<file path="config.mk">
export PLATFORM = sky130hd
export DESIGN_NAME = cpu_bus_ctrl_flat
export DESIGN_NICKNAME = d
export VERILOG_FILES = /design/src/rtl/nes_bus_pkg.sv /design/src/rtl/cpu_bus_ctrl_if.sv /design/src/rtl/oam_dma_engine.sv /design/src/rtl/cpu_bus_ctrl.sv /design/src/flat_wrapper.sv
export SDC_FILE = /design/constraint.sdc
export NUM_CORES = 1
export LEC_CHECK = 0
export BUFFER_PORTS_ARGS = -buffer_cell sky130_fd_sc_hd__buf_2
export CAP_MARGIN = 0
export CORE_MARGIN = 4
export CORE_UTILIZATION = 54
export DETAILED_ROUTE_END_ITERATION = 6
export GPL_ROUTABILITY_DRIVEN = 0
export MAX_ROUTING_LAYER = met4
export PLACE_DENSITY = 0.93
export SETUP_SLACK_MARGIN = 0.4
export SLEW_MARGIN = 20
export SYNTH_ARGS = -nofsm -noshare
export SYNTH_HDL_FRONTEND = slang
export SYNTH_HIERARCHICAL = 1
export SYNTH_SLANG_ARGS = --single-unit
</file>
<file path="constraint.sdc">
create_clock -name CLK -period 8.4 [get_ports CLK]
set_clock_uncertainty 0.05 [all_clocks]
set_input_delay 0.84 -clock CLK [delete_from_list [all_inputs] [get_ports CLK]]
set_output_delay 0.84 -clock CLK [all_outputs]
set_load 0.05 [all_outputs]
</file>
<file path="src/rtl/nes_bus_pkg.sv">
// Shared constants and enums for the NES CPU-side bus controller.
package nes_bus_pkg;

  localparam logic [15:0] RAM_BASE = 16'h0000;
  localparam logic [15:0] PPU_BASE = 16'h2000;
  localparam logic [15:0] IO_BASE  = 16'h4000;
  localparam logic [15:0] PRG_BASE = 16'h4020;
  localparam logic [15:0] DMA_REG  = 16'h4014;

  typedef enum logic [2:0] {
    DMA_IDLE,
    DMA_HALT,
    DMA_ALIGN,
    DMA_RD,
    DMA_WR
  } dma_state_t;

  typedef enum logic [2:0] {
    REG_RAM,
    REG_PPU,
    REG_IO,
    REG_PRG,
    REG_NONE
  } bus_region_t;

endpackage

</file>
<file path="src/rtl/cpu_bus_ctrl_if.sv">
// CPU-side bus bundle: CPU request/response plus the slave strobes and data.
interface cpu_bus_ctrl_if #(
  parameter int unsigned ADDR_W     = 16,
  parameter int unsigned DATA_W     = 8,
  parameter int unsigned RAM_AW     = 11,
  parameter int unsigned PPU_REG_AW = 3
);
  logic                  CPU_CE;
  logic [ADDR_W-1:0]     CPU_ADDR;
  logic [DATA_W-1:0]     CPU_DATA_OUT;
  logic                  CPU_RW_n;
  logic [DATA_W-1:0]     CPU_DATA_IN;
  logic                  CPU_RDY;
  logic [ADDR_W-1:0]     BUS_ADDR;
  logic [DATA_W-1:0]     BUS_DATA;
  logic                  BUS_RW_n;
  logic [RAM_AW-1:0]     RAM_ADDR;
  logic                  RAM_wren;
  logic                  RAM_rden;
  logic [DATA_W-1:0]     RAM_DATA;
  logic [PPU_REG_AW-1:0] PPU_REG;
  logic                  PPU_wren;
  logic                  PPU_rden;
  logic [DATA_W-1:0]     PPU_DATA;
  logic                  IO_wren;
  logic                  IO_rden;
  logic [DATA_W-1:0]     IO_DATA;
  logic                  IO_DATA_VALID;
  logic                  PRG_rden;
  logic                  PRG_wren;
  logic [DATA_W-1:0]     PRG_DATA;
  logic                  DMA_ACTIVE;

  // Controller side
  modport slave (
    input  CPU_CE, CPU_ADDR, CPU_DATA_OUT, CPU_RW_n,
    input  RAM_DATA, PPU_DATA, IO_DATA, IO_DATA_VALID, PRG_DATA,
    output CPU_DATA_IN, CPU_RDY, BUS_ADDR, BUS_DATA, BUS_RW_n,
    output RAM_ADDR, RAM_wren, RAM_rden, PPU_REG, PPU_wren, PPU_rden,
    output IO_wren, IO_rden, PRG_rden, PRG_wren, DMA_ACTIVE
  );

  // CPU core and slave side
  modport master (
    output CPU_CE, CPU_ADDR, CPU_DATA_OUT, CPU_RW_n,
    output RAM_DATA, PPU_DATA, IO_DATA, IO_DATA_VALID, PRG_DATA,
    input  CPU_DATA_IN, CPU_RDY, BUS_ADDR, BUS_DATA, BUS_RW_n,
    input  RAM_ADDR, RAM_wren, RAM_rden, PPU_REG, PPU_wren, PPU_rden,
    input  IO_wren, IO_rden, PRG_rden, PRG_wren, DMA_ACTIVE
  );
endinterface

</file>
<file path="src/rtl/oam_dma_engine.sv">
// $4014 OAM DMA: stalls the CPU and copies one page into the PPU OAM data port.
module oam_dma_engine #(
  parameter int unsigned          ADDR_W       = 16,
  parameter int unsigned          DATA_W       = 8,
  parameter int unsigned          PPU_REG_AW   = 3,
  parameter int unsigned          DMA_LEN      = 256,
  parameter logic [ADDR_W-1:0]    DMA_REG      = ADDR_W'(16'h4014),
  parameter logic [PPU_REG_AW-1:0] OAM_DATA_REG = PPU_REG_AW'(4)
) (
  input  logic              clk,
  input  logic              rst,
  input  logic              ce_i,
  input  logic              parity_i,
  input  logic [ADDR_W-1:0] cpu_addr_i,
  input  logic [DATA_W-1:0] cpu_data_i,
  input  logic              cpu_rw_n_i,
  input  logic [DATA_W-1:0] rdata_i,
  output logic [ADDR_W-1:0] bus_addr_c_o,
  output logic [DATA_W-1:0] bus_data_c_o,
  output logic              bus_rw_n_c_o,
  output logic              bus_idle_c_o,
  output logic              rdy_o,
  output logic              active_o
);
  import nes_bus_pkg::*;

  localparam int unsigned IDX_W  = $clog2(DMA_LEN);
  localparam int unsigned PAGE_W = ADDR_W - IDX_W;
  localparam logic [IDX_W-1:0]  IDX_LAST = IDX_W'(DMA_LEN - 1);
  localparam logic [ADDR_W-1:0] OAM_ADDR = ADDR_W'(PPU_BASE) | ADDR_W'(OAM_DATA_REG);

  dma_state_t        state_q;
  logic [PAGE_W-1:0] page_q;
  logic [IDX_W-1:0]  idx_q;
  logic [DATA_W-1:0] buf_q;
  logic              rdy_q;
  logic              active_q;

  always_ff @(posedge clk or posedge rst) begin
    if (rst) begin
      state_q  <= DMA_IDLE;
      page_q   <= '0;
      idx_q    <= '0;
      buf_q    <= '0;
      rdy_q    <= 1'b1;
      active_q <= 1'b0;
    end else if (ce_i) begin
      case (state_q)
        DMA_IDLE: begin
          if (!cpu_rw_n_i && cpu_addr_i == DMA_REG) begin
            page_q   <= PAGE_W'(cpu_data_i);
            idx_q    <= '0;
            state_q  <= DMA_HALT;
            rdy_q    <= 1'b0;
            active_q <= 1'b1;
          end
        end
        // Odd parity at the halt cycle costs one extra cycle to land reads on get cycles
        DMA_HALT:  state_q <= parity_i ? DMA_ALIGN : DMA_RD;
        DMA_ALIGN: state_q <= DMA_RD;
        DMA_RD: begin
          buf_q   <= rdata_i;
          state_q <= DMA_WR;
        end
        DMA_WR: begin
          if (idx_q == IDX_LAST) begin
            state_q  <= DMA_IDLE;
            rdy_q    <= 1'b1;
            active_q <= 1'b0;
          end else begin
            idx_q   <= idx_q + IDX_W'(1);
            state_q <= DMA_RD;
          end
        end
        default: state_q <= DMA_IDLE;
      endcase
    end
  end

  // Bus override: CPU passes through only while idle
  always_comb begin
    bus_addr_c_o = cpu_addr_i;
    bus_data_c_o = cpu_data_i;
    bus_rw_n_c_o = cpu_rw_n_i;
    bus_idle_c_o = 1'b0;
    case (state_q)
      DMA_HALT, DMA_ALIGN: begin
        bus_addr_c_o = {page_q, idx_q};
        bus_data_c_o = buf_q;
        bus_rw_n_c_o = 1'b1;
        bus_idle_c_o = 1'b1;
      end
      DMA_RD: begin
        bus_addr_c_o = {page_q, idx_q};
        bus_data_c_o = buf_q;
        bus_rw_n_c_o = 1'b1;
      end
      DMA_WR: begin
        bus_addr_c_o = OAM_ADDR;
        bus_data_c_o = buf_q;
        bus_rw_n_c_o = 1'b0;
      end
      default: ;
    endcase
  end

  assign rdy_o    = rdy_q;
  assign active_o = active_q;

endmodule

</file>
<file path="src/rtl/cpu_bus_ctrl.sv">
// CPU-side bus controller: mirrored region decode, read mux, open-bus latch, OAM DMA.
module cpu_bus_ctrl #(
  parameter int unsigned           ADDR_W       = 16,
  parameter int unsigned           DATA_W       = 8,
  parameter int unsigned           RAM_AW       = 11,
  parameter int unsigned           PPU_REG_AW   = 3,
  parameter int unsigned           DMA_LEN      = 256,
  parameter logic [ADDR_W-1:0]     DMA_REG      = ADDR_W'(16'h4014),
  parameter logic [PPU_REG_AW-1:0] OAM_DATA_REG = PPU_REG_AW'(4)
) (
  input logic           CLK,
  input logic           RESET,
  cpu_bus_ctrl_if.slave bus
);
  import nes_bus_pkg::*;

  logic              parity_q, parity_d;
  logic [DATA_W-1:0] ob_q, ob_d;
  logic [ADDR_W-1:0] bus_addr;
  logic [DATA_W-1:0] bus_wdata;
  logic              bus_rw_n;
  logic              bus_idle;
  logic [DATA_W-1:0] rdata;
  logic              dma_hit;
  logic              en;
  bus_region_t       region;

  oam_dma_engine #(
    .ADDR_W      (ADDR_W),
    .DATA_W      (DATA_W),
    .PPU_REG_AW  (PPU_REG_AW),
    .DMA_LEN     (DMA_LEN),
    .DMA_REG     (DMA_REG),
    .OAM_DATA_REG(OAM_DATA_REG)
  ) u_dma (
    .clk         (CLK),
    .rst         (RESET),
    .ce_i        (bus.CPU_CE),
    .parity_i    (parity_q),
    .cpu_addr_i  (bus.CPU_ADDR),
    .cpu_data_i  (bus.CPU_DATA_OUT),
    .cpu_rw_n_i  (bus.CPU_RW_n),
    .rdata_i     (rdata),
    .bus_addr_c_o(bus_addr),
    .bus_data_c_o(bus_wdata),
    .bus_rw_n_c_o(bus_rw_n),
    .bus_idle_c_o(bus_idle),
    .rdy_o       (bus.CPU_RDY),
    .active_o    (bus.DMA_ACTIVE)
  );

  // Region decode on the effective bus address
  always_comb begin
    region = REG_NONE;
    if (!bus_idle) begin
      if (bus_addr < ADDR_W'(PPU_BASE))      region = REG_RAM;
      else if (bus_addr < ADDR_W'(IO_BASE))  region = REG_PPU;
      else if (bus_addr < ADDR_W'(PRG_BASE)) region = REG_IO;
      else                                   region = REG_PRG;
    end
  end

  assign dma_hit = (bus_addr == DMA_REG);
  assign en      = bus.CPU_CE & ~RESET;

  assign bus.RAM_rden = en & (region == REG_RAM) &  bus_rw_n;
  assign bus.RAM_wren = en & (region == REG_RAM) & ~bus_rw_n;
  assign bus.PPU_rden = en & (region == REG_PPU) &  bus_rw_n;
  assign bus.PPU_wren = en & (region == REG_PPU) & ~bus_rw_n;
  assign bus.IO_rden  = en & (region == REG_IO) & ~dma_hit &  bus_rw_n;
  assign bus.IO_wren  = en & (region == REG_IO) & ~dma_hit & ~bus_rw_n;
  assign bus.PRG_rden = en & (region == REG_PRG) &  bus_rw_n;
  assign bus.PRG_wren = en & (region == REG_PRG) & ~bus_rw_n;

  assign bus.RAM_ADDR = bus_addr[RAM_AW-1:0];
  assign bus.PPU_REG  = bus_addr[PPU_REG_AW-1:0];
  assign bus.BUS_ADDR = bus_addr;
  assign bus.BUS_DATA = bus_wdata;
  assign bus.BUS_RW_n = bus_rw_n;

  // Undriven reads (invalid IO, $4014, idle DMA cycles) return the open-bus value
  always_comb begin
    rdata = ob_q;
    case (region)
      REG_RAM: rdata = bus.RAM_DATA;
      REG_PPU: rdata = bus.PPU_DATA;
      REG_IO:  if (bus.IO_DATA_VALID && !dma_hit) rdata = bus.IO_DATA;
      REG_PRG: rdata = bus.PRG_DATA;
      default: ;
    endcase
  end

  assign bus.CPU_DATA_IN = RESET ? '0 : rdata;

  always_comb begin
    parity_d = parity_q;
    ob_d     = ob_q;
    if (bus.CPU_CE) begin
      parity_d = ~parity_q;
      ob_d     = bus_rw_n ? rdata : bus_wdata;
    end
  end

  always_ff @(posedge CLK or posedge RESET) begin
    if (RESET) begin
      parity_q <= 1'b0;
      ob_q     <= '0;
    end else begin
      parity_q <= parity_d;
      ob_q     <= ob_d;
    end
  end

endmodule

</file>
<file path="src/flat_wrapper.sv">
// flat-port wrapper written by rule: the top's interface ports become plain ports
module cpu_bus_ctrl_flat import nes_bus_pkg::*;
#(
  parameter int unsigned           ADDR_W       = 16,
  parameter int unsigned           DATA_W       = 8,
  parameter int unsigned           RAM_AW       = 11,
  parameter int unsigned           PPU_REG_AW   = 3,
  parameter int unsigned           DMA_LEN      = 256,
  parameter logic [ADDR_W-1:0]     DMA_REG      = ADDR_W'(16'h4014),
  parameter logic [PPU_REG_AW-1:0] OAM_DATA_REG = PPU_REG_AW'(4)
)
  (CLK, RESET, bus_CPU_CE, bus_CPU_ADDR, bus_CPU_DATA_OUT, bus_CPU_RW_n, bus_RAM_DATA, bus_PPU_DATA, bus_IO_DATA, bus_IO_DATA_VALID, bus_PRG_DATA, bus_CPU_DATA_IN, bus_CPU_RDY, bus_BUS_ADDR, bus_BUS_DATA, bus_BUS_RW_n, bus_RAM_ADDR, bus_RAM_wren, bus_RAM_rden, bus_PPU_REG, bus_PPU_wren, bus_PPU_rden, bus_IO_wren, bus_IO_rden, bus_PRG_rden, bus_PRG_wren, bus_DMA_ACTIVE);
  cpu_bus_ctrl_if #(.ADDR_W(ADDR_W), .DATA_W(DATA_W), .RAM_AW(RAM_AW), .PPU_REG_AW(PPU_REG_AW)) bus_i ();
  input logic CLK;
  input logic RESET;
  input wire logic [$bits(bus_i.CPU_CE)-1:0] bus_CPU_CE;
  input wire logic [$bits(bus_i.CPU_ADDR)-1:0] bus_CPU_ADDR;
  input wire logic [$bits(bus_i.CPU_DATA_OUT)-1:0] bus_CPU_DATA_OUT;
  input wire logic [$bits(bus_i.CPU_RW_n)-1:0] bus_CPU_RW_n;
  input wire logic [$bits(bus_i.RAM_DATA)-1:0] bus_RAM_DATA;
  input wire logic [$bits(bus_i.PPU_DATA)-1:0] bus_PPU_DATA;
  input wire logic [$bits(bus_i.IO_DATA)-1:0] bus_IO_DATA;
  input wire logic [$bits(bus_i.IO_DATA_VALID)-1:0] bus_IO_DATA_VALID;
  input wire logic [$bits(bus_i.PRG_DATA)-1:0] bus_PRG_DATA;
  output wire logic [$bits(bus_i.CPU_DATA_IN)-1:0] bus_CPU_DATA_IN;
  output wire logic [$bits(bus_i.CPU_RDY)-1:0] bus_CPU_RDY;
  output wire logic [$bits(bus_i.BUS_ADDR)-1:0] bus_BUS_ADDR;
  output wire logic [$bits(bus_i.BUS_DATA)-1:0] bus_BUS_DATA;
  output wire logic [$bits(bus_i.BUS_RW_n)-1:0] bus_BUS_RW_n;
  output wire logic [$bits(bus_i.RAM_ADDR)-1:0] bus_RAM_ADDR;
  output wire logic [$bits(bus_i.RAM_wren)-1:0] bus_RAM_wren;
  output wire logic [$bits(bus_i.RAM_rden)-1:0] bus_RAM_rden;
  output wire logic [$bits(bus_i.PPU_REG)-1:0] bus_PPU_REG;
  output wire logic [$bits(bus_i.PPU_wren)-1:0] bus_PPU_wren;
  output wire logic [$bits(bus_i.PPU_rden)-1:0] bus_PPU_rden;
  output wire logic [$bits(bus_i.IO_wren)-1:0] bus_IO_wren;
  output wire logic [$bits(bus_i.IO_rden)-1:0] bus_IO_rden;
  output wire logic [$bits(bus_i.PRG_rden)-1:0] bus_PRG_rden;
  output wire logic [$bits(bus_i.PRG_wren)-1:0] bus_PRG_wren;
  output wire logic [$bits(bus_i.DMA_ACTIVE)-1:0] bus_DMA_ACTIVE;
  assign bus_i.CPU_CE = bus_CPU_CE;
  assign bus_i.CPU_ADDR = bus_CPU_ADDR;
  assign bus_i.CPU_DATA_OUT = bus_CPU_DATA_OUT;
  assign bus_i.CPU_RW_n = bus_CPU_RW_n;
  assign bus_i.RAM_DATA = bus_RAM_DATA;
  assign bus_i.PPU_DATA = bus_PPU_DATA;
  assign bus_i.IO_DATA = bus_IO_DATA;
  assign bus_i.IO_DATA_VALID = bus_IO_DATA_VALID;
  assign bus_i.PRG_DATA = bus_PRG_DATA;
  assign bus_CPU_DATA_IN = bus_i.CPU_DATA_IN;
  assign bus_CPU_RDY = bus_i.CPU_RDY;
  assign bus_BUS_ADDR = bus_i.BUS_ADDR;
  assign bus_BUS_DATA = bus_i.BUS_DATA;
  assign bus_BUS_RW_n = bus_i.BUS_RW_n;
  assign bus_RAM_ADDR = bus_i.RAM_ADDR;
  assign bus_RAM_wren = bus_i.RAM_wren;
  assign bus_RAM_rden = bus_i.RAM_rden;
  assign bus_PPU_REG = bus_i.PPU_REG;
  assign bus_PPU_wren = bus_i.PPU_wren;
  assign bus_PPU_rden = bus_i.PPU_rden;
  assign bus_IO_wren = bus_i.IO_wren;
  assign bus_IO_rden = bus_i.IO_rden;
  assign bus_PRG_rden = bus_i.PRG_rden;
  assign bus_PRG_wren = bus_i.PRG_wren;
  assign bus_DMA_ACTIVE = bus_i.DMA_ACTIVE;
  cpu_bus_ctrl #(.ADDR_W(ADDR_W), .DATA_W(DATA_W), .RAM_AW(RAM_AW), .PPU_REG_AW(PPU_REG_AW), .DMA_LEN(DMA_LEN), .DMA_REG(DMA_REG), .OAM_DATA_REG(OAM_DATA_REG)) u_core (.CLK(CLK), .RESET(RESET), .bus(bus_i));
endmodule
</file>
[Word level (Yosys, flattened, before mapping)]
Cells that the tools add are included.
Word-level totals
  register bits after elaboration: 38
  bits of input ports: 61
  output and inout bits: 57
  logic and storage cells: 83
Operators by class
  $add $sub $neg: 1
  order comparisons: 3
  equality and inequality tests: 13
  muxes and demuxes: 25
  bitwise operators: 18
  reductions and logical operators: 15
Operators by type and width (number)
  $mux 8: 6
  $eq 16x15->1 const B: 2
  $lt 16x15->1 const B: 2
  $pmux 16 s2: 1
  $pmux 8 s4: 1
  $lt 16x14->1 const B: 1
  $pmux 8 s2: 1
  $pmux 3 s5: 1
  $and 1x1->1: 14
  $eq 3x2->1 const B: 4
  $mux 3: 4
  $add 8x1->8 const B: 1
  $eq 8x8->1 const B: 1
  $reduce_and 4->1: 2
  $mux 1: 7
  $eq 3x1->1 const B: 2
  $logic_not 3->1: 2
  $ne 2x2->1 const B: 3
  $pmux 1 s2: 3
  $not 1->1: 4
  $reduce_and 2->1: 2
  $reduce_or 4->1: 1
  $eq 3x3->1 const B: 1
  $reduce_and 3->1: 1
  6 further kinds: 8

[Longest topological paths before layout]
  depth in word-level cells: 12
  mapped depth: 13
  depth with buffers taken out: 9

[Hierarchy]
Netlist, hierarchy kept.
Modules (own cells, without submodules)
  oam_dma_engine: instances 1, cells each 189, area each 1856.8 sq um, seq. area each 726.9 sq um
  cpu_bus_ctrl: instances 1, cells each 161, area each 1258.7 sq um, seq. area each 225.2 sq um

[Least setup slack after synthesis]
Ideal clock, no wire load.
  path kind: reg-to-output
  start point: register u_core.u_dma.state_q[1]
  end point: output bus_PPU_rden
  arrival: 4.197 ns
  required time: 7.510 ns
  slack: 3.313 ns
  stages on the path, launching flop included: 9
  path buffers: 4
  cell sequence: dfrtp_1 buf_2 nor2_4 buf_2 mux2i_1 a21oi_1 buf_6 clkbuf_1 nor4b_1
On the way
  longest elaborated chain between the ends: 11
  elaborated cells between the ends (all ways): 19
  those cells by class: 3 x order compare; 5 x eq/ne; 7 x mux; 2 x bitwise; 2 x reduce/logical
Ends and longest elaborated chain
  from (decl): RTL line oam_dma_engine.sv:32  | dma_state_t state_q;
  from (signal assigned): RTL line oam_dma_engine.sv:59  | DMA_HALT: state_q <= parity_i ? DMA_ALIGN : DMA_RD;
  $eq 3x1->1 or $eq 3x2->1 (tied branches): RTL line oam_dma_engine.sv:86  | case (state_q)
  $reduce_or 3->1 (no line)
  $pmux 16 s2 *: RTL line oam_dma_engine.sv:86
  via bus_BUS_ADDR[13]: RTL line flat_wrapper.sv:27  | output wire logic [$bits(bus_i.BUS_ADDR)-1:0] bus_BUS_ADDR;
  $lt 16x15->1: RTL line cpu_bus_ctrl.sv:58  | else if (bus_addr < ADDR_W'(PRG_BASE)) region = REG_IO;
  $mux 1: RTL line cpu_bus_ctrl.sv:58
  $mux 3: RTL line cpu_bus_ctrl.sv:57  | else if (bus_addr < ADDR_W'(IO_BASE)) region = REG_PPU;
  $mux 3 *: RTL line cpu_bus_ctrl.sv:56  | if (bus_addr < ADDR_W'(PPU_BASE)) region = REG_RAM;
  $mux 3 *: RTL line cpu_bus_ctrl.sv:55  | if (!bus_idle) begin
  $eq 3x1->1 *: RTL line cpu_bus_ctrl.sv:68  | assign bus.PPU_rden = en & (region == REG_PPU) & bus_rw_n;
  $and 1x1->1 * (2 in a row): RTL line cpu_bus_ctrl.sv:68
  to (decl): RTL line flat_wrapper.sv:35  | output wire logic [$bits(bus_i.PPU_rden)-1:0] bus_PPU_rden;
Mark *: on every way through the listed nets, which the timed path passes. The rest lies on a longest branch.

[Final worst setup path]
  start point: register u_core.u_dma.state_q[0]
  end point: output bus_CPU_DATA_IN[0]
On the way
  longest elaborated chain between the ends: 11
  elaborated cells between the ends (all ways): 25
  those cells by class: 3 x order compare; 8 x eq/ne; 9 x mux; 5 x reduce/logical
Ends and longest elaborated chain
  $eq 3x1->1 or $eq 3x2->1 (tied branches): RTL line oam_dma_engine.sv:86
  $reduce_or 3->1 (no line)
  $pmux 16 s2: RTL line oam_dma_engine.sv:86
  $lt 16x15->1: RTL line cpu_bus_ctrl.sv:58
  $mux 1: RTL line cpu_bus_ctrl.sv:58
  $mux 3: RTL line cpu_bus_ctrl.sv:57
  $mux 3: RTL line cpu_bus_ctrl.sv:56
  $mux 3: RTL line cpu_bus_ctrl.sv:55
  $eq 3x2->1, or another cell as far along: RTL line cpu_bus_ctrl.sv:84  | case (region)
  $pmux 8 s4 *: RTL line cpu_bus_ctrl.sv:84
  $mux 8 *: RTL line cpu_bus_ctrl.sv:93  | assign bus.CPU_DATA_IN = RESET ? '0 : rdata;
  to (decl): RTL line flat_wrapper.sv:25  | output wire logic [$bits(bus_i.CPU_DATA_IN)-1:0] bus_CPU_DATA_IN;
Mark *: on every way between the ends. The rest lies on a longest branch, timed or not.

==> results.ini <==
[logic_synthesis]
synthAdderAreaFrac_pct=0.4016
syn-num-nets=412
synth_top_area_share_pct=29.72
synthTopCellsByCount=45 x nand2_1, 37 x dfrtp_1, 28 x inv_1
yosys.area_share.xor_xnor_pct=0.8434
yosys_warnings=6
synth-main-ff-cell=dfrtp_1
synth-edff-count=0
synth_seq_cells=38
synth.most_common_cell=nand2_1
yosys.area_share.simple_pct=17.47
async_flop_share_pct=100.0
synth_compound_area_share_pct=23.73
syn_area_mm2=0.003115
synth_mux_area_share_pct=17.03
synth_top_family_by_area=compound AO/OA/AOI/OAI gates
synth_largest_area_cell=dfrtp_1
synth_cell_type_count=51
seq_area_frac_synth_pct=30.56
synth.avg_cell_area_um2=8.901
ys_top_cells_by_area=dfrtp_1 30%, mux2i_1 8.4%, mux2_2 8.3%, nand2_1 5.4%, a21oi_2 4.5%
synth_cells=350

[critical_path]
crit_type=reg -> out
crit_path_max_fanout=36
cpMaxStageDelayCell=nor2_4
cp_common_cell=a21oi_2
critPathMaxStageDelay_ns=0.79
path_delay_family=simple AND/OR/NAND/NOR gates
crit_path_end_kind=output pin
cp.arrival_ns=3.79
crit_buf_inv=1
crit_chain=nor2_4, mux2i_1, o22ai_1, or3_1, o21ai_0, a41o_1, a21oi_2, a21oi_2, buf_2
cp.required_ns=7.51
startpoint_type=register

[clocking]
ctsHoldBuffers=0
cts.sinks=38
htreeDepth=2
cts_setup_buffers=0
cts_tree=yes
cts_buffers=5
clkTransAtPathRegs_ns=0.08
cts_buffer_depth=2
postCtsResizedCells=0
clock_latency_ns=0.29
root_buffer=clkbuf_8

[timing]
slew_viol_final=0
timing.slew.headroom_pct=35.71
hold_viol=0
setup-tns-final_ns=0
min_period_over_period_pct=55.71
max_freq_ghz=0.2137
max_slew.worst_pin.slew_ns=0.9620
min_period_ns=4.680
setup_violations=0
rsz0062_at_grt=false

[die]
io_pins=118
dieArea_mm2=0.007048
start_util_pct=56.23
core_area_mm2=0.005540
die_x_um=83.96
dieHeight_um=83.96
rows=27

[grt]
grt_max_degree=41
grt_pass1_wl_um=15080
grt_pass1_vias=3185
grt_use_total_pct=26.58
grt_antenna_before_repair=0
overflow=0

[routing]
via_per_inst=6.076
route.detailed.drc=0
first_pass_iters=5
drtAntennaViolNets=0
routed_wl_um=9169
drt_iter0_markers=319
wl_per_cell_um=17.80
vias=3129

[layout]
regArea_um2=953.4
fin_util_pct=66.73
fillCellCount=462
final_area_mm2=0.003697
final_layout_size_suffix_gt1_share_pct=43.79
syn_to_final_growth_pct=18.67
layoutNonFillerInstCount=515
layout.nets=504
multiInputGateArea_mm2=0.001853
diodes=0

[job]
cap_violations=0

[placement]
hpwlAfterDp_um=7094
portBuffers=117
placed_area_mm2=0.003601
dp_cells=507

[hold_path]
min_path_type=reg -> reg

[run_status]
run_status=completed

## sequential cells by signal, indices dropped and copies added, names as in the netlist
name	cells
u_core/ob_q	8
u_core/u_dma/buf_q	8
u_core/u_dma/idx_q	8
u_core/u_dma/page_q	8
u_core/u_dma/state_q	3
u_core/parity_q	1
u_core/u_dma/active_o	1
u_core/u_dma/rdy_o	1
## kinds of logic (layout without fill, tap and decap cells)
| group | count (synthesis) | after routing |
|---|---|---|
| fa+ha+maj | 1 | 1 |
| xor+xnor | 3 | 3 |
| buf+inv | 62 | 155 |
| mux | 50 | 50 |
| compound gates | 100 | 100 |
| simple gates | 96 | 96 |
| flops | 38 | 38 |
## metrics by stage
stage | hold slack (ns) | setup WS [ns]
after floorplan | 0.3896 | 3.313
after global placement | 0.4125 | 4.313
after detailed placement | 0.4218 | 4.129
after CTS | 0.4345 | 3.796
after global routing | 0.4598 | 3.485
final | 0.4329 | 3.720
## worst reg2reg max path, cell delays in order (launching register included)
cell,delay (ns)
dfrtp_1,0.53
nor2_4,0.79
mux2i_1,0.17
o22ai_1,0.50
or3_1,0.56
o21ai_0,0.18
a41o_1,0.24
a21oi_2,0.20
nand2_1,0.10
mux2_2,0.27
## cell type report
class	count	area share (%)
Clock buffer	6	2.234
Tap cell	72	2.437
Clock inverter	2	0.3384
Inverter	28	2.843
Sequential cell	38	25.79
Timing Repair Buffer	119	16.24
Multi-Input combinational cell	250	50.12
## layer usage
layer	vias up	global-route usage [%]	part of all wire [%]
met5	-	-	0
met1	1479	31.86	39
met3	16	5.824	9.5
met4	0	9.503	1.7
met2	182	44.03	49
li1	1452	-	-
## placed cells by master, fill, tap and decap left out, drive strengths merged, types with 2 or more instances in the layout
master,instances
nand2,45
or4,3
xnor2,2
nor2b,3
nor4,5
dfrtp,37
nor2,8
nor3,11
o31a,2
mux2,24
clkbuf,6
a31o,3
buf,119
nand4,4
a31oi,9
o211ai,7
nor4b,5
mux2i,26
nand3,6
a21oi,20
o21ai,31
o22ai,21
inv,28
## final timing paths
| kind | slack, ns | start | end | depth (start not counted) |
|---|---|---|---|---|
| max in group asynchronous | 7.12 | RESET | u_core/u_dma/state_q[2]$_DFFE_PP0P_ | 2 |
| worst min-delay path | 0.43 | u_core/parity_q$_DFFE_PP0P_ | u_core/parity_q$_DFFE_PP0P_ | 1 |
| min in group asynchronous | 0.67 | RESET | u_core/parity_q$_DFFE_PP0P_ | 2 |
| worst max-delay path | 3.72 | u_core/u_dma/state_q[0]$_DFFE_PP0P_ | bus_CPU_DATA_IN[0] | 9 |
| worst max register to register | 4.68 | u_core/u_dma/state_q[0]$_DFFE_PP0P_ | u_core/u_dma/buf_q[0]$_DFFE_PP0P_ | 9 |
| worst min register to register | 0.43 | u_core/parity_q$_DFFE_PP0P_ | u_core/parity_q$_DFFE_PP0P_ | 1 |
Power is left out: the tool's default activity adds up to more than one toggle a clock period on the data nets, which glitch-free logic cannot reach.
